--- config.mk ---
export PLATFORM = sky130hd
export DESIGN_NAME = pwm_mc_core
export DESIGN_NICKNAME = d
export VERILOG_FILES = /design/src/rtl/pwm_mc_core.sv
export SDC_FILE = /design/constraint.sdc
export NUM_CORES = 1
export LEC_CHECK = 0
export ABC_AREA = 1
export ABC_CLOCK_PERIOD_IN_PS = 17350
export CAP_MARGIN = 20
export CORE_UTILIZATION = 63
export CTS_CLUSTER_SIZE = 20
export DETAILED_ROUTE_END_ITERATION = 10
export GPL_TIMING_DRIVEN = 0
export MAX_ROUTING_LAYER = met4
export PLACE_DENSITY = 0.95
export SYNTH_ARGS = -nofsm -noshare
export SYNTH_HDL_FRONTEND = slang
export SYNTH_SLANG_ARGS = --single-unit
--- constraint.sdc ---
create_clock -name clk_i -period 17.35 [get_ports clk_i]
set_input_delay 3.47 -clock clk_i [delete_from_list [all_inputs] [get_ports clk_i]]
set_output_delay 3.47 -clock clk_i [all_outputs]
set_load 0.02 [all_outputs]
--- src/rtl/pwm_mc_core.sv ---
// rtl/pwm_mc_core.sv - multi-channel PWM timer core with shadowed configuration
// Edge/center-aligned counter, per-channel compare and polarity, valid/ready config capture.
module pwm_mc_core #(
  parameter int CH_NUM = 4,
  parameter int CNT_W  = 16,
  parameter int PSCR_W = 16
) (
  input  logic                    clk_i,
  input  logic                    rst_i,
  input  logic                    en_i,
  input  logic                    cfg_valid_i,
  output logic                    cfg_ready_o,
  input  logic                    cfg_mode_i,
  input  logic [PSCR_W-1:0]       cfg_pscr_i,
  input  logic [CNT_W-1:0]        cfg_cmp_i,
  input  logic [CH_NUM*CNT_W-1:0] cfg_crr_i,
  input  logic [CH_NUM-1:0]       cfg_pol_i,
  output logic [CH_NUM-1:0]       pwm_o,
  output logic [CNT_W-1:0]        cnt_o,
  output logic                    dir_o,
  output logic                    upd_o,
  output logic                    ovf_o
);

  logic                    act_mode, pend_mode;
  logic [PSCR_W-1:0]       act_pscr, pend_pscr;
  logic [CNT_W-1:0]        act_cmp, pend_cmp;
  logic [CH_NUM*CNT_W-1:0] act_crr, pend_crr;
  logic [CH_NUM-1:0]       act_pol, pend_pol;
  logic                    pending;

  logic [PSCR_W-1:0]       pcnt;
  logic [CNT_W-1:0]        cnt_q, cnt_nx;
  logic                    dir_q, dir_nx;
  logic                    tick, bnd, apply, capture, pending_nx;

  assign cnt_o   = cnt_q;
  assign dir_o   = dir_q;
  assign capture = cfg_valid_i & cfg_ready_o;
  assign tick    = en_i & (pcnt == act_pscr);

  // Next counter value and boundary detection for the current tick.
  always_comb begin
    cnt_nx = cnt_q;
    dir_nx = dir_q;
    bnd    = 1'b0;
    if (tick) begin
      if (act_cmp == '0) begin
        cnt_nx = '0;
        dir_nx = 1'b0;
        bnd    = 1'b1;
      end else if (!act_mode) begin
        bnd    = (cnt_q == act_cmp);
        cnt_nx = bnd ? '0 : cnt_q + CNT_W'(1);
        dir_nx = 1'b0;
      end else if (!dir_q) begin
        if (cnt_q == act_cmp) begin
          dir_nx = 1'b1;
          cnt_nx = act_cmp - CNT_W'(1);
        end else begin
          cnt_nx = cnt_q + CNT_W'(1);
        end
      end else begin
        if (cnt_q == '0) begin
          bnd    = 1'b1;
          dir_nx = 1'b0;
          cnt_nx = CNT_W'(1);
        end else begin
          cnt_nx = cnt_q - CNT_W'(1);
        end
      end
    end
  end

  assign apply      = pending & (~en_i | bnd);
  assign pending_nx = capture | (pending & ~apply);

  always_ff @(posedge clk_i or posedge rst_i) begin
    if (rst_i) begin
      act_mode    <= 1'b0;
      act_pscr    <= '0;
      act_cmp     <= '0;
      act_crr     <= '0;
      act_pol     <= '0;
      pend_mode   <= 1'b0;
      pend_pscr   <= '0;
      pend_cmp    <= '0;
      pend_crr    <= '0;
      pend_pol    <= '0;
      pending     <= 1'b0;
      pcnt        <= '0;
      cnt_q       <= '0;
      dir_q       <= 1'b0;
      pwm_o       <= '0;
      upd_o       <= 1'b0;
      ovf_o       <= 1'b0;
      cfg_ready_o <= 1'b0;
    end else begin
      upd_o       <= apply;
      ovf_o       <= bnd;
      pending     <= pending_nx;
      // Ready stays low through the apply cycle so capture never meets apply.
      cfg_ready_o <= ~pending_nx & ~apply;

      if (!en_i || apply) begin
        cnt_q <= '0;
        dir_q <= 1'b0;
        pcnt  <= '0;
      end else if (tick) begin
        cnt_q <= cnt_nx;
        dir_q <= dir_nx;
        pcnt  <= '0;
      end else begin
        pcnt  <= pcnt + PSCR_W'(1);
      end

      if (capture) begin
        pend_mode <= cfg_mode_i;
        pend_pscr <= cfg_pscr_i;
        pend_cmp  <= cfg_cmp_i;
        pend_crr  <= cfg_crr_i;
        pend_pol  <= cfg_pol_i;
      end

      if (apply) begin
        act_mode <= pend_mode;
        act_pscr <= pend_pscr;
        act_cmp  <= pend_cmp;
        act_crr  <= pend_crr;
        act_pol  <= pend_pol;
      end

      for (int i = 0; i < CH_NUM; i++) begin
        pwm_o[i] <= en_i ? ((cnt_q < act_crr[i*CNT_W +: CNT_W]) ^ act_pol[i]) : act_pol[i];
      end
    end
  end

endmodule
[Yosys cells after proc, flatten, opt, wreduce, memory -nomap -nowiden]
Index checks and enable logic that the tools add are counted.
Operators by class
  add/sub/neg operators: 4
  order comparisons: 4
  eq/ne operators: 2
  mux-type cells: 26
  bitwise gates (word level): 14
  reduce and logical (&&, ||, !) cells: 5
Operators with widths (number)
  $mux W16: 10
  $lt A16 B16 Y1: 4
  $add A16 B1 Y16 const B: 2
  $eq A16 B16 Y1: 2
  $logic_not A16 Y1: 2
  $sub A16 B1 Y16 const B: 2
  $mux W1: 16
  $and A1 B1 Y1: 5
  $xor A1 B1 Y1: 4
  $not A1 Y1: 3
  $or A1 B1 Y1: 2
  $reduce_bool A2 Y1: 1
  $logic_not A1 Y1: 1
  $logic_or A1 B1 Y1: 1
Storage, ports and cells
  register bits after elaboration: 243
  input bits: 105
  output and inout port bits: 24
  word-level logic and storage cells: 73

[Longest topological paths before layout]
Gate-level depths: netlist of run 1.
  depth after elaboration: 13
  depth in mapped cells: 19
  depth with buffers taken out: 16

[Least setup slack after synthesis of run 1]
No wires, ideal clock.
  kind: input to register
  start point: in en_i
  end point: reg cnt_q[15], in the netlist cnt_o[15]
  library setup time: 120 ps
  arrival: 4917 ps
  data required time: 17230 ps
  slack: 12313 ps
  stages: 12
  path buffers: 3
  path through: buf_2 -> inv_2 -> a21oi_1 -> nand4_1 -> nor2_1 -> nand2_1 -> nor2_4 -> inv_1 -> clkbuf_1 -> buf_1 -> nand3_1 -> nand2_1
On the way
  word-level cells in the longest chain between the ends: 6
  elaborated cells between the ends (all ways): 9
  classes of those cells: 2 x mux; 4 x bitwise; 3 x reduce/logical
Ends and longest elaborated chain
  start, declared: line 10  | input logic en_i,
  $and A1 B1 Y1: line 40  | assign tick = en_i & (pcnt == act_pscr);
  $mux W1: line 47  | if (tick) begin
  $or A1 B1 Y1: line 75  | assign apply = pending & (~en_i | bnd);
  $and A1 B1 Y1: line 75
  $logic_or A1 B1 Y1: line 105  | if (!en_i || apply) begin
  $mux W16 or $reduce_bool A2 Y1 (tied branches)
  end signal, assigned: line 110  | cnt_q <= cnt_nx;
  end, declared: line 33  | logic [CNT_W-1:0] cnt_q, cnt_nx;
Several ways; a longest one is shown, not always the timed one.
A chain may end at the register's enable or synchronous reset.

[Worst setup path in the final report of run 1]
  start point: reg cnt_q[1], in the netlist cnt_o[1]
  end point: out cnt_o[1]
RTL lines
  end, declared: line 19  | output logic [CNT_W-1:0] cnt_o,
No word-level cell between the ends.

==> results of run 1 <==
[per-stage QoR]
| stage | hold WS (ns) | std cells | util |
|---|---|---|---|
| 5_1_grt | 0.505 | 2136 | 0.760 |
| 6_report | 0.483 | 2136 | 0.760 |
| 2_1_floorplan | 0.455 | 1689 | - |
| 4_1_cts | 0.485 | 2136 | 0.760 |
| 3_5_place_dp | 0.468 | 2092 | 0.720 |
| 3_3_place_gp | 0.466 | 2091 | 0.719 |
[metal layers]
metal  vias to the layer above  part of all wire
met1                      5743              0.39
met4                         0             0.044
met5                         -                 0
met3                       128             0.070
li1                       5652                 -
met2                       493              0.50
[logic make-up (layout without fill, tap and decap cells)]
logic type / count (synthesis) / in the layout / synth area share
AND/OR/NAND/NOR: 719 / 719 / 0.224
buffers and inverters: 325 / 497 / 0.104
adder cells (fa/ha/maj): 64 / 64 / 0.0596
AO/OA/AOI/OAI: 295 / 295 / 0.132
flip-flops: 243 / 243 / 0.452
XOR/XNOR: 43 / 43 / 0.0280
[where the power goes]
| group | switching [mW] | internal [mW] |
|---|---|---|
| Clock | 0.229 | 0.314 |
| Combinational | 0.432 | 0.258 |
| Sequential | 0.117 | 0.756 |
| Total | 0.779 | 1.33 |
[state kept, by name (all words and copies together), names as in the netlist, 16 cells and up]
| name | cells |
|---|---|
| act_cmp | 16 |
| act_pscr | 16 |
| act_crr | 64 |
| cnt_o | 16 |
| pend_crr | 64 |
| pend_pscr | 16 |
| pcnt | 16 |
| pend_cmp | 16 |
[path summary, 6_finish.rpt]
kind / from / to / slack (ns) / cells after the start
min: act_crr[23] / act_crr[23] / 0.48 / 2
min in group asynchronous: rst_i / pend_crr[55] / 3.50 / 2
min reg2reg: act_crr[23] / act_crr[23] / 0.48 / 2
max in group asynchronous: rst_i / act_crr[45] / 12.74 / 3
max: cnt_o[1] / cnt_o[1] / 11.80 / 1
max reg2reg: cnt_o[0] / pcnt[7] / 14.33 / 12
[Yosys cell counts (24+ instances only)]
| cell | n |
|---|---|
| o21ai_1 | 30 |
| a21oi_1 | 155 |
| inv_1 | 235 |
| o21ai_2 | 72 |
| nor2_1 | 190 |
| nand3_1 | 84 |
| nand4_1 | 24 |
| clkbuf_1 | 25 |
| ha_1 | 64 |
| dfrtp_1 | 243 |
| xor2_1 | 35 |
| nand2_1 | 382 |
| o21ai_0 | 31 |
[cell type report]
class                   count  area [um2]
clock inverters            14         170
plain buffers              69         439
well taps                 275         344
fillers                  1442        5040
clock buffers              30         653
multi-input cells        1121        5960
flip-flops and latches    243        6080
inverters                 256         968
repair buffers            128        1300
==> impl.org, run 1 <==
** Status
- Outcome :: finished clean

** STA
- Final slew viol count :: 0
- Shortest clock period the worst path allows after layout :: about 5.6 ns
- Based on the critical path, the design can be clocked at up to 180 MHz.
- Setup repair after global routing left no endpoint under its margin.
- Worst max-slew margin expressed relative to the limit :: 0.401
- Of the available clock period, the critical path in the final layout requires 0.320.
- Number of failing hold endpoints at the final stage :: 0
- Between clock sinks in the finished design, the worst skew comes to 0.0277 ns.
- Number of endpoints failing setup at the final stage :: 0
- Adding up every negative setup slack in the final design gives 0 ns.
- Tightest Pin Transition :: 0.898 ns
- Setup slack closes at 11.80 ns.

** Global route
- In the global route stage, met1 resource usage came out at 0.436.
- Wire length of the first global-routing pass :: ~60,000 um
- Summed over all layers, the global routing overflow is 0.
- In the global route stage, met2 resource usage came out at 0.600.
- Pin count of the biggest net entering global routing :: around 130
- Vias in the first global route :: about 12k
- The layer flagged by global routing as most heavily used is met2.
- For met3 alone, demand over resource in global routing was 0.0442.
- In the global route stage, overall resource usage came out at 0.358.
- Initial antenna violation count :: 0

** Pwr
- Maximum vdd drop :: about 0.074 mV
- The design draws 2.11 mW.
- Cell area power density :: between 100 and 150 nW/um2
- Leakage dissipation :: slightly above 8 nW

** Synth
- Total standard cell area after synthesis :: about 13,000 um2
- The synthesized design contains approximately 240 register bits.
- In this run, synthesis inferred 0 flip-flops with an integrated enable.
- Cells after Synth :: roughly 1.7k
- Synth async-reset ratio :: 1.00
- Netlist cell types :: 34
- Post-Syn Nets :: 1,858
- During synthesis, Yosys emitted a total of 0 warnings.
- The share of the Yosys chip area taken by registers is 0.452.
- The average instance in the mapped netlist occupies about 8.0 um2.
- Synth top area share :: 0.452
- In the synthesized netlist the dominant register cell turns out to be dfrtp_1.
- After synthesis, the cell types taking the most area are dfrtp_1 (45%), nand2_1 (11%), inv_1 (6.6%).
- Summed over all instances, the cell type with the most area after synthesis is dfrtp_1.

** Setup path
- CP Launch Type :: flip-flop
- The slowest stage of the critical path is the dfrtp_1 cell.
- STA classifies the critical path endpoint as a primary output.
- In this run the worst path has a maximum fanout of 11.
- Data on the critical path arrives at its endpoint at roughly 2.1 ns.
- The setup path with the least slack is of type flip-flop to primary output.
- The critical path goes through clkdlybuf4s50_1.
- Crit path max-delay family :: flip-flops
- STA puts the critical path data required time at roughly 14 ns.
- Number of buffer and inverter instances along the worst setup path :: 1
- Longest individual stage delay on the worst path :: roughly 0.82 ns

** Clock tree
- Root buffer cell :: clkbuf_16
- Number of sinks on the clock net :: about 240
- Clock tree from TritonCTS :: done
- CTS built an H-tree with a depth of 1.
- Post-cts repair resize count :: 0
- No sink is reached through more buffers than the 3 on the longest clock path.
- Worst skew pair latency :: about 0.54 ns
- The number of clock buffers added by TritonCTS is 24.
- Setup Fix Bufs, Post-CTS :: 0
- Hold bufs inserted after CTS :: 0
- Clock-pin transition on the worst setup and hold timing paths :: 0.07 ns

** Cells and area
- The library cells used most frequently in the layout, excluding fill and tap cells, are nand2_1 (382), dfrtp_1 (243), inv_1 (234).
- In the final design database the tool counted about 2.0k nets.
- Share of final-layout standard cells stronger than drive strength 1 :: 0.103
- Compared with the post-synthesis result, the final layout area differs by 18.4%.
- The repair_antennas step left the layout with diodes totalling 0.
- Final design area excluding fillers :: roughly 16,000 um2
- Most common cell after layout, fill and taps aside :: nand2_1

** Detailed routing
- Dividing the detail-routed wire length by the instance count gives between 15 and 20 um.
- The detail route stage leaves a number of antenna-violating nets equal to 0.
- Number of remaining DRC errors :: 0
- The first TritonRoute pass finished after 10 iterations.
- Via density :: around 5.6
- For this block, the initial DRC count from the detailed router was approximately 900.
- The routed layout has between 10k and 15k vias.
- Total wirelength of the detailed-routed design :: approximately 37,000 um

** Floorplanning
- In this run the horizontal extent of the chip is about 150 um.
- Row count :: 53
- Height of the die :: roughly 150 um
- The floorplan step defined a die boundary enclosing between 20,000 and 25,000 um2.
- Placeable core area :: about 21,000 um2
- During I/O placement, the number of pins put on the boundary was around 130.
- The initial utilization of the core area, before any placement, comes to 0.642.

** Placement
- PortBufs :: ~130
- Routability-driven placement finished with a final weighted congestion of between 0.9 and 1.
- Minimum setup slack after placement :: 11.58 ns
- Total half-perimeter wirelength after legalization and detailed placement :: 26,400 um
- After detailed placement, the total cell area comes to 15,100 um2.

** Flow run
- The tool flagged a number of max-cap violations equal to 0.

** Hold path
- The tightest min-delay check is of the flip-flop to flip-flop type.
(Power assumes the default switching activity.)
==> inputs of run 2 (changes only) <==
ABC_CLOCK_PERIOD_IN_PS = 5050   (was 17350)
CORE_UTILIZATION = 53   (was 63)
PLACE_DENSITY = 0.89   (was 0.95)
clock period = 5.05 ns   (was 17.35 ns; I/O delays follow)
==> run 2 against run 1 <==
Routed wire length fell by 2.2%. First-iteration DRC count up 9.4%. Worst hold slack better by 0.0031 ns. Clock power rose to 3.4 times the previous value. Sequential power rose to 3.4 times the previous value. Clock skew grew 0.0047 ns. Highest routed layer unchanged. Critical path depth up 11.
==> impl.org, run 2 (synthesis results as in run 1) <==
** Status
- Outcome :: finished clean

** Setup path
- Along the worst path, the maximum fanout reaches 10.
- For the worst flop-to-flop path, the logic depth is 12.
- In this run the critical register-to-register path is launched from cnt_o[0].
- For the worst setup path, the data arrival time is approximately 3.5 ns.
- STA puts the critical path data required time at ~5.5 ns.
- STA classifies the critical path startpoint as a flip-flop.
- In this run the register-to-register setup slack is between 1.5 and 2 ns.
- The worst register-to-register path ends at pcnt[13].
- The critical path is of the flip-flop to flip-flop type.
- CP Capture Type :: flip-flop

** Hold path
- The tightest min-delay check is of the flip-flop to flip-flop type.
- The startpoint identified for the worst hold timing path is act_crr[29].
- Worst hold stages :: 2
- Terminating pin of the worst hold path :: act_crr[29]

** Floorplanning
- about 130 I/O pins were placed.
- The initial utilization of the core area, before any placement, comes to 0.546.
- After floorplanning, the core was sized to cover around 25,000 um2.
- Height of the die :: roughly 160 um
- Row count :: 57
- Die area :: 26,000 um2
- The die is between 150 and 200 um wide.

** Pwr
- Power spread over the standard cell area amounts to between 400 and 500 nW/um2.
- Maximum vdd drop :: around 0.25 mV
- In this run the static leakage power is 8.37 nW.
- Power comes to 7.18 mW.

** Clock tree
- Buffers inserted to repair hold after CTS numbered 0.
- TritonCTS buffer count :: 26
- In this run the clock root is driven by a clkbuf_16.
- Setup Fix Bufs, Post-CTS :: 0
- Worst skew pair latency :: 0.56 ns
- Post-cts repair resize count :: 0
- Clock tree from TritonCTS :: done
- The clock drives between 200 and 250 sinks.
- Counting along the longest clock path gives a buffer depth of 3.
- Clock-pin transition on the worst setup and hold timing paths :: roughly 0.070 ns
- Maximum level of the CTS H-tree :: 1

** STA
- Static timing analysis puts the maximum clock frequency at 327 MHz.
- The max-slew violation total from the final report is 0.
- After layout, the minimum clock period comes to just over 3 ns.
- Tightest Pin Transition :: ~0.95 ns
- Number of endpoints failing setup at the final stage :: 0
- Final clock skew :: approximately 0.032 ns
- Setup repair after global routing left no endpoint under its margin.
- Final critical-path share of the clock period :: 0.606
- The worst pin sits at a relative slew slack of 0.365.
- Number of failing hold endpoints at the final stage :: 0

** Detailed routing
- Via count of the routed design :: roughly 12k
- For this run, design rule violations remaining after detail routing come to 0.
- Post-route antenna net violation count :: 0
- Total wirelength of the detailed-routed design :: ~36,000 um
- Initial drt markers :: roughly 990
- Dividing the detail-routed via count by the number of cells gives around 5.4.
- Before antenna repair, the detailed router went through 5 iterations.
- Dividing the detail-routed wire length by the instance count gives about 16 um.

** Flow run
- Max-cap check violation count :: 0

** Placement
- The count of buffers added on input and output ports is between 100 and 150.
- The placed instances occupy a cell area of approximately 15,000 um2.
- The wire-length estimate of the detail-placed layout is about 27,000 um.
- At the end of routability-driven placement, the weighted congestion stood at 0.924.

** Global route
- Across every metal layer, demand over resource in global routing totals 0.292.
- The first global-routing pass estimated 58,800 um of wire.
- After global routing the overflow that remains totals 0.
- Vias in the first global route :: ~12k
- Initial antenna violation count :: 0
- Entering global routing, the biggest net connects between 40 and 50 pins.

** Cells and area
- Most common cell after layout, fill and taps aside :: nand2_1
- Once layout is done, the placed cells without fillers occupy 16,100 um2.
- Leading registers by flop count :: act_crr (64), pend_crr (64)
- Most used cells in the layout excluding fill and tap cells :: nand2_1 (382), dfrtp_1 (243), inv_1 (234)
- Growth of design area from synthesis to finish :: 19.6%
- 0 antenna diodes ended up in the layout.
- In the final layout, the share of cells above drive strength 1 is 0.105.
- In the final design database the tool counted just over 2k nets.
- Core Util, Final :: 0.654
## run 2: cell count changes in the layout (fill, tap and decap cells not counted)
| cell | delta |
|---|---|
| inv_6 | -1 |
| bufinv_16 | -2 |
| clkinv_16 | +1 |
| inv_8 | -1 |
| clkinv_2 | +3 |
| buf_12 | +5 |
| clkbuf_8 | +1 |
| clkbuf_1 | +2 |
| clkinvlp_4 | -3 |
| clkbuf_16 | +2 |
| clkinv_4 | +1 |
| clkinv_8 | -1 |
## run 2: critical path, cell delays in order, from the launching register on
cell     delay [ns]
dfrtp_1        0.52
inv_2          0.32
ha_1           0.27
nand3_2        0.13
nor2_1         0.25
nand3_1        0.24
o21ai_2        0.27
nand2_4        0.09
nand2_4        0.09
a31oi_4        0.15
nand2_1        0.27
buf_2          0.28
nor2_1         0.07
## run 2: cell type report
| type | count | area (um2) |
|---|---|---|
| Inverter | 256 | 965 |
| Clock inverter | 11 | 109 |
| Tap cell | 324 | 405 |
| Timing Repair Buffer | 133 | 1400 |
| Multi-Input combinational cell | 1121 | 5960 |
| Clock buffer | 35 | 724 |
| Sequential cell | 243 | 6080 |
| Buffer | 69 | 439 |
| Fill cell | 2003 | 8520 |
## run 2: report_power, final
| part | internal [mW] | switching (mW) | total [mW] |
|---|---|---|---|
| clock | 1.06 | 0.794 | 1.86 |
| sequential | 2.60 | 0.398 | 3.00 |
| combinational | 0.891 | 1.43 | 2.32 |
## run 2: how the worst max path moves through the flow
stage | start | endpoint | slack [ns] | cells after the start
CTS | cnt_o[1] | cnt_o[1] | 2.01 | 1
global placement | rst_i | pend_crr[39] | -0.76 | 2
detailed placement | en_i | cnt_o[1] | 1.88 | 12
global route | cnt_o[0] | pcnt[13] | 1.89 | 12
finish | cnt_o[0] | pcnt[13] | 1.99 | 12
floorplan | rst_i | act_cmp[0] | 0.85 | 1
## run 2: metrics by stage
step                      instances  setup TNS, ns  setup slack (ns)  hold slack, ns
final                          2192              0              1.99           0.486
after global routing           2192              0              1.89           0.498
after CTS                      2192              0              2.01           0.484
after global placement         2140        -178.63            -0.755           0.466
after detailed placement       2146              0              1.88           0.469
after floorplan                1689              0             0.850           0.455
## run 2: routing by layer
metal | vias up | track usage | part of all wire
met5 | - | - | 0
met3 | 122 | 0.0321 | 0.058
li1 | 5655 | - | -
met2 | 384 | 0.485 | 0.49
met4 | 0 | 0.120 | 0.041
met1 | 5712 | 0.366 | 0.42
